File: src/rtl/prog_line_fetcher.sv
// prog_line_fetcher: refills 2 KiB program regions into a small line FIFO using single-word reads.
// Define PROG_FETCH_STATS_EN to add the stat_regions / stat_stall_cycles counters.
module prog_line_fetcher #(
  parameter int FIFO_DEPTH    = 4,
  parameter int LINE_WIDTH    = 512,
  parameter int LINES_PER_REQ = 32
) (
  input  logic                  clk,
  input  logic                  reset,
  input  logic                  is_req,
  input  logic [20:0]           req_addr,
  input  logic                  is_read,
  output logic                  fifo_empty,
  output logic                  fifo_full,
  output logic [6:0]            fifo_addr,
  output logic [LINE_WIDTH-1:0] read_line_data,
  output logic                  mem_req,
  output logic [31:0]           mem_addr,
  input  logic                  mem_ready,
  input  logic                  mem_rvalid,
  input  logic [31:0]           mem_rdata,
  output logic                  busy
`ifdef PROG_FETCH_STATS_EN
  ,
  output logic [15:0]           stat_regions,
  output logic [31:0]           stat_stall_cycles
`endif
);

  localparam int WORDS_PER_LINE = LINE_WIDTH / 32;
  localparam int PTR_W          = $clog2(FIFO_DEPTH);
  localparam int CNT_W          = PTR_W + 1;

  localparam logic [3:0]       LAST_WORD  = 4'(WORDS_PER_LINE - 1);
  localparam logic [4:0]       LAST_LINE  = 5'(LINES_PER_REQ - 1);
  localparam logic [CNT_W-1:0] FULL_COUNT = CNT_W'(FIFO_DEPTH);

  typedef enum logic [2:0] {
    S_IDLE,
    S_ISSUE,
    S_WAIT,
    S_PUSH,
    S_DRAIN,
    S_HOLD
  } state_e;

  state_e state_q, state_d;

  logic [20:0] region_q, region_d;
  logic [4:0]  line_q, line_d;
  logic [3:0]  word_q, word_d;
  logic        hold_q, hold_d;

  logic [LINE_WIDTH-1:0] asm_q;

  logic [LINE_WIDTH-1:0] fifo_data_q [FIFO_DEPTH];
  logic [6:0]            fifo_tag_q  [FIFO_DEPTH];
  logic [PTR_W-1:0]      wr_ptr_q;
  logic [PTR_W-1:0]      rd_ptr_q;
  logic [CNT_W-1:0]      count_q;

  logic pop_en;
  logic push_en;

  // A pop frees a slot in the same cycle, so a full FIFO can still accept the pending line.
  assign pop_en  = is_read & (count_q != '0);
  assign push_en = (state_q == S_PUSH) & ((count_q != FULL_COUNT) | pop_en);

  always_ff @(posedge clk) begin
    if (reset) begin
      state_q <= S_IDLE;
    end else begin
      state_q <= state_d;
    end
  end

  always_comb begin
    state_d = state_q;
    case (state_q)
      S_IDLE:  if (is_req) state_d = S_ISSUE;
      S_ISSUE: if (mem_ready) state_d = S_WAIT;
      S_WAIT: begin
        if (mem_rvalid) begin
          state_d = (word_q == LAST_WORD) ? S_PUSH : S_ISSUE;
        end
      end
      S_PUSH: begin
        if (push_en) begin
          state_d = (line_q == LAST_LINE) ? S_DRAIN : S_ISSUE;
        end
      end
      S_DRAIN: if (count_q == '0) state_d = S_HOLD;
      S_HOLD:  if (hold_q) state_d = S_IDLE;
      default: state_d = S_IDLE;
    endcase
  end

  always_comb begin
    mem_req        = (state_q == S_ISSUE);
    busy           = (state_q != S_IDLE);
    fifo_empty     = (count_q == '0);
    fifo_full      = (count_q == FULL_COUNT) | ((state_q == S_DRAIN) & (count_q != '0));
    fifo_addr      = (count_q == '0) ? 7'd0 : fifo_tag_q[rd_ptr_q];
    read_line_data = (count_q == '0) ? '0 : fifo_data_q[rd_ptr_q];
    mem_addr       = {region_q, line_q, word_q, 2'b00};
  end

  always_comb begin
    region_d = region_q;
    line_d   = line_q;
    word_d   = word_q;
    hold_d   = hold_q;
    case (state_q)
      S_IDLE: begin
        if (is_req) begin
          region_d = req_addr;
          line_d   = '0;
          word_d   = '0;
        end
      end
      S_WAIT: begin
        if (mem_rvalid && (word_q != LAST_WORD)) begin
          word_d = word_q + 4'd1;
        end
      end
      S_PUSH: begin
        if (push_en && (line_q != LAST_LINE)) begin
          line_d = line_q + 5'd1;
          word_d = '0;
        end
      end
      S_DRAIN: hold_d = 1'b0;
      S_HOLD:  hold_d = 1'b1;
      default: ;
    endcase
  end

  always_ff @(posedge clk) begin
    if (reset) begin
      region_q <= '0;
      line_q   <= '0;
      word_q   <= '0;
      hold_q   <= 1'b0;
      asm_q    <= '0;
    end else begin
      region_q <= region_d;
      line_q   <= line_d;
      word_q   <= word_d;
      hold_q   <= hold_d;
      if ((state_q == S_WAIT) && mem_rvalid) begin
        asm_q[32*int'(word_q) +: 32] <= mem_rdata;
      end
    end
  end

  // Line storage is not reset; the head outputs are masked while the FIFO is empty.
  always_ff @(posedge clk) begin
    if (push_en) begin
      fifo_data_q[wr_ptr_q] <= asm_q;
      fifo_tag_q[wr_ptr_q]  <= {region_q[1:0], line_q};
    end
  end

  always_ff @(posedge clk) begin
    if (reset) begin
      wr_ptr_q <= '0;
      rd_ptr_q <= '0;
      count_q  <= '0;
    end else begin
      if (push_en) wr_ptr_q <= wr_ptr_q + PTR_W'(1);
      if (pop_en)  rd_ptr_q <= rd_ptr_q + PTR_W'(1);
      if (push_en && !pop_en) begin
        count_q <= count_q + CNT_W'(1);
      end else if (pop_en && !push_en) begin
        count_q <= count_q - CNT_W'(1);
      end
    end
  end

`ifdef PROG_FETCH_STATS_EN
  logic [15:0] stat_regions_q;
  logic [31:0] stat_stall_q;

  always_ff @(posedge clk) begin
    if (reset) begin
      stat_regions_q <= '0;
      stat_stall_q   <= '0;
    end else begin
      if ((state_q == S_DRAIN) && (state_d == S_HOLD)) begin
        stat_regions_q <= stat_regions_q + 16'd1;
      end
      if ((state_q == S_PUSH) && (count_q == FULL_COUNT)) begin
        stat_stall_q <= stat_stall_q + 32'd1;
      end
    end
  end

  assign stat_regions      = stat_regions_q;
  assign stat_stall_cycles = stat_stall_q;
`endif

endmodule

File: config.mk
export PLATFORM = sky130hd
export DESIGN_NAME = prog_line_fetcher
export DESIGN_NICKNAME = d
export VERILOG_FILES = /design/src/rtl/prog_line_fetcher.sv
export SDC_FILE = /design/constraint.sdc
export NUM_CORES = 2
export LEC_CHECK = 0
export BUFFER_PORTS_ARGS = -buffer_cell sky130_fd_sc_hd__buf_2
export CAP_MARGIN = 10
export CORE_MARGIN = 2
export CORE_UTILIZATION = 35
export CTS_CLUSTER_DIAMETER = 40
export CTS_CLUSTER_SIZE = 25
export DETAILED_ROUTE_END_ITERATION = 10
export PLACE_DENSITY_LB_ADDON = 0.3
export SLEW_MARGIN = 40
export SYNTH_ARGS = -nofsm -noshare
export SYNTH_HDL_FRONTEND = slang
export SYNTH_SLANG_ARGS = --single-unit
File: constraint.sdc
create_clock -name clk -period 45.2 [get_ports clk]
set_input_delay 9.04 -clock clk [delete_from_list [all_inputs] [get_ports clk]]
set_output_delay 9.04 -clock clk [all_outputs]
set_load 0.005 [all_outputs]
; Word level (Yosys, flattened, before mapping)
; Memory sizes are Yosys's and may differ from the RTL's. A register that Yosys moved wholly into a read port is not among the register bits.
; Index checks and enable logic that the tools add are counted.
[word_totals]
ff_bits = 553
ram_bits = 2076
output_inout_bits = 555
mem_count = 2
[op_classes]
n_addsub = 7
n_eq_ne = 19
n_shift = 2
muxes = 28
n_bitwise = 5
reduce_logical = 19
[mem_list]
columns = memory, depth, word_bits, read_ports, rd_clocked_by_memory_dff, wr, line
row1 = fifo_data_q, 4, 512, 1, 1, 1, 56  ; logic [LINE_WIDTH-1:0] fifo_data_q [FIFO_DEPTH];
row2 = fifo_tag_q, 4, 7, 1, 1, 1, 57  ; logic [6:0] fifo_tag_q [FIFO_DEPTH];
[op_table]
columns = cell, n
row1 = 512-bit bitwise mux, 1
row2 = 512-bit 2-to-1 mux, 1
row3 = 32-bit by 33-bit variable shift with 512-bit output (first input constant), 1
row4 = 32-bit by 33-bit variable part select with 512-bit output, 1
row5 = 9-bit negator with 33-bit output, 1
row6 = 3-bit 2-to-1 mux, 9
row7 = 3-bit case mux with 6 select lines, 1
row8 = 4-bit 2-to-1 mux, 3
row9 = 2-bit inequality test (second input constant), 6
row10 = 4-bit case mux with 3 select lines, 1
row11 = 2-bit 2-to-1 mux, 5
row12 = 5-bit 2-to-1 mux, 2
row13 = 5-bit case mux with 2 select lines, 1
row14 = 3-bit equality test (second input constant), 3
row15 = 3-bit nonzero test, 3
row16 = 7-bit 2-to-1 mux, 1
row17 = 3-bit by 2-bit equality test with 1-bit output (second input constant), 2
row18 = 3-bit logical NOT, 2
row19 = 6-bit AND reduction, 1
row20 = 2-bit nonzero test, 3
row21 = 5-bit by 1-bit adder with 5-bit output (second input constant), 1
row22 = 5-bit equality test (second input constant), 1
row23 = 1-bit logical AND, 5
row24 = 5-bit inequality test (second input constant), 1
row25 = 17 further kinds, 24

; Depth between registers and ports, before layout
[depth]
depth_word = 8
mapped_depth = 11
ltp_nobuf = 8

; Worst setup path after synthesis
; Ideal clock, no wire load.
[synth_path]
path_kind = input-to-reg
start = input is_read
end = memory fifo_data_q[0][0] (enable)
setup_ps = 952
arrival_ps = 21131
required_ps = 44248
path_slack_ps = 23117
cell_stages = 3
path_buffers = 0
path_cell_list = nor4b_2 > nor2_1 > and2_1
[synth_via]
elab_chain_len = 5
[synth_lines]
columns = item, line
row1 = from (decl), 12  ; input logic is_read,
row2 = 1-bit AND, 66  ; assign pop_en = is_read & (count_q != '0);
row3 = 1-bit bitwise OR, 67  ; assign push_en = (state_q == S_PUSH) & ((count_q != FULL_COUNT) | pop_en);
row4 = 1-bit AND, 67
row5 = net push_en, 63  ; logic push_en;
row6 = 1-bit 2-to-1 mux, 158  ; if (push_en) begin
row7 = 1-bit 2-to-1 mux (implied by the code), 159  ; fifo_data_q[wr_ptr_q] <= asm_q;
row8 = to (decl), 56
; The timed path passes the listed nets, and every way through them passes these cells.

==> summary.txt <==
Timing
  • Setup violations, final: 0
  • RSZ-0062 raised after global routing: false
  • Peak Freq: 0.0702 GHz
  • Slew HR: 0.410
  • Final min period: 14.24 ns
  • Crit share post-route: 0.315
  • Slew Limit Fails: 0
  • Worst-Margin Slew: 0.885 ns
  • Final WS setup: 30.96 ns
  • Clk_skew: 0.0645 ns
  • Post-route setup TNS: 0 ns
  • Final hold viol count: 0

Global routing
  • Tot GR Track Use: 0.197
  • Number of global-route vias before repair: 54800
  • Largest net degree at the start of global routing: 151
  • Initial antenna violation count: 27
  • First-pass GRT wire length: 414000 um
  • Grt ovf: 0

CTS
  • CTS Sinks: 2631
  • CTS tree: done
  • Clk slew on worst S/H paths: 0.06 ns
  • Later-pin clock latency in the skew report: 0.91 ns
  • Post-cts hold buffer count: 0
  • Clock Path Buffers: 4
  • CTS resizes: 0
  • Total CTS buffers: 373
  • Number of H-tree levels: 5
  • Root buffer cell: clkbuf_16
  • Post-CTS setup buffer count: 0

Floorplan
  • Die Wd: 538 um
  • Die ar.: 290000 um^2
  • Cell Rows: 196
  • Die height: 538 um
  • Initial Utilization: 0.351
  • CORE AREA: 285000 um^2
  • Num ports: 614

Layout
  • Net count, final: 6489
  • Commonest non-fill, non-tap cell in the layout: edfxtp_1
  • Finished Cell Area: 121000 um^2
  • Area Overhead vs Synth: 21.4%
  • Share of cells above drive strength 1: 0.300
  • Non-filler cells, final: 10500
  • Layout filler cell count: 25000
  • Commonest non-fill, non-tap cells in the layout: edfxtp_1 (2076), nand2_1 (662), buf_2 (610)

Critical path
  • Reg2reg path depth: 7
  • End of the critical path: read_line_data[388]
  • Most used cell, CP: buf_12
  • CP max stage delay: 0.65 ns
  • WP data arrival: 5.20 ns
  • Worst setup EP type: primary output
  • Reg-to-reg startpoint: state_q[0]
  • Critical setup path kind: reg2out
  • Delay-heaviest family, CP: buffers and inverters
  • Reg-to-reg endpoint: fifo_data_q[3][154]
  • CP Depth: 9
  • Slowest-stage cell, CP: dfxtp_4
  • Buf/Inv on CP: 7
  • Highest fanout seen on the critical path: 75
  • Flop2flop setup slack: 39.91 ns
  • Worst EP required: 36.16 ns
  • Cell Chain, Critical Path: buf_12 -> buf_12 -> buf_6 -> buf_4 -> buf_12 -> buf_6 -> mux4_2 -> and2_1 -> buf_2
  • Worst setup SP type: flop

Synthesis
  • Seq/Total Area, Yosys: 0.735
  • Fraction of registers with async set/reset: 0
  • Yosys warns: 0
  • EDFF count, synth: 2076
  • Synth cell types: 64
  • Mean Syn Cell Area: 17.6 um^2
  • Synth Register Bits: 2631
  • Most used flip-flop cell after synthesis: edfxtp_1
  • Synthesized instance count: 5695
  • Mapped cell area: 100000 um^2

Route
  • Top Layer Used: met4
  • Routed vias: 54800
  • Met2 WL post-DR: 135000 um
  • DRC viols: 0
  • DR iter-0 viols: 5022
  • Detail Route Antenna Nets: 0
  • Routed len/inst: 27.9 um
  • Drt first pass iters: 5
  • Routed WL: 293000 um
  • DR vias/cell: 5.22
  • DR WL met3: 23900 um
  • Met1 WL: 127000 um

Pwr
  • PD cells: 53.4 nW/um^2
  • LEAKAGE: 42.4 nW
  • Max IR drop VDD: 0.0417 mV

Flow run
  • Max-cap viol count: 0

Placement
  • Dpl ws: 31.28 ns
  • Placed Cells: 9802
  • Placer Congestion: 0.756
  • Area post-placement: 108000 um^2
  • Port Buffer Count: 611
  • HPWL after DPL: 173000 um

Status
  • Run status: complete, no violations

Min path
  • Min-Delay Path Depth: 2
  • Min-Delay Path Class: reg2reg
routing by layer:
layer | GRT usage | vias to the layer above
met5 | 0 | -
met2 | 0.304 | 2018
met1 | 0.277 | 29000
met4 | 0.0510 | 0
li1 | - | 23400
met3 | 0.0484 | 377
cell usage after synthesis (4+ instances only):
| master | instances | area [um^2] |
|---|---|---|
| nand3_1 | 76 | 380 |
| nand3b_1 | 5 | 37.5 |
| nand4_1 | 79 | 494 |
| buf_4 | 26 | 195 |
| mux2_2 | 9 | 101 |
| nor3_2 | 7 | 70.1 |
| buf_1 | 20 | 75.1 |
| a22o_1 | 96 | 841 |
| inv_1 | 11 | 41.3 |
| mux4_2 | 519 | 11700 |
| dfxtp_1 | 555 | 11100 |
| a211oi_1 | 5 | 37.5 |
| or3_1 | 5 | 31.3 |
| and4_1 | 7 | 61.3 |
| nor2b_1 | 52 | 325 |
| edfxtp_1 | 2076 | 62300 |
| nor4_1 | 4 | 25.0 |
| o21ai_0 | 54 | 270 |
| mux2_1 | 10 | 113 |
| and2_1 | 525 | 3280 |
| nor2_1 | 22 | 82.6 |
| nand2_1 | 662 | 2480 |
| xnor2_1 | 4 | 35.0 |
| ha_1 | 10 | 125 |
| mux2i_1 | 322 | 3220 |
| a21oi_1 | 109 | 546 |
| xor2_1 | 4 | 35.0 |
| nor3_1 | 8 | 40.0 |
| clkbuf_1 | 283 | 1060 |
| buf_2 | 83 | 415 |
kinds of logic (layout without fill, tap and decap cells):
group,Yosys count,after routing,share of synthesized area
xor gates and xnor gates,9,9,0.000864
buffers and inverters,424,1472,0.0179
adders and majority gates,11,11,0.00145
AOI/OAI and AO/OA,281,281,0.0183
other,1,6,0.0000375
and+or+nand+nor,1478,1478,0.0755
DFF,2631,2631,0.735
muxes,860,860,0.151
power breakdown:
group / total (mW) / switching (mW) / internal, mW
Sequential: 2.61 / 0.0109 / 2.60
Combinational: 0.907 / 0.539 / 0.368
Clock: 2.97 / 1.16 / 1.81
tightest hold or removal path, stage by stage (launching register included):
cell and delay, ns:
dfxtp_1 0.30, nand2_1 0.05, a21oi_1 0.05
metrics by stage:
| stage | hold slack [ns] | power [mW] | util |
|---|---|---|---|
| after global placement | 0.440 | 3.57 | 0.378 |
| final | 0.450 | 6.49 | 0.426 |
| after floorplan | 0.452 | 3.14 | - |
| after CTS | 0.451 | 6.56 | 0.426 |
| after detailed placement | 0.443 | 3.58 | 0.380 |
| after global routing | 0.464 | 6.70 | 0.426 |
how the worst min path moves through the flow:
stage | slack [ns] | end | start
final | 0.45 | region_q[9] | region_q[9]
after global routing | 0.46 | fifo_data_q[0][432] | asm_q[432]
after CTS | 0.45 | region_q[12] | region_q[12]
after detailed placement | 0.44 | region_q[12] | region_q[12]
after global placement | 0.44 | region_q[9] | region_q[9]
after floorplan | 0.45 | fifo_data_q[0][462] | asm_q[462]
cell type report:
type | instances | area [um^2] | area share
clock inverter | 263 | 3100 | 0.0256
antenna | 4 | 10.0 | 0.0000825
tap | 3762 | 4710 | 0.0388
timing repair buffer | 760 | 4830 | 0.0398
multi-input combinational | 2641 | 25300 | 0.208
inverter | 12 | 57.6 | 0.000474
clock buffer | 437 | 9960 | 0.0820
sequential | 2631 | 73500 | 0.605
registers in the layout, summed over array words and instances, names as in the netlist, named ones only:
register / cells
line_q: 5
word_q: 4
asm_q: 512
fifo_tag_q: 28
wr_ptr_q: 2
hold_q: 1
rd_ptr_q: 2
fifo_data_q: 2048
state_q: 3
count_q: 3
region_q: 21
Power figures use the tool's default switching activity.
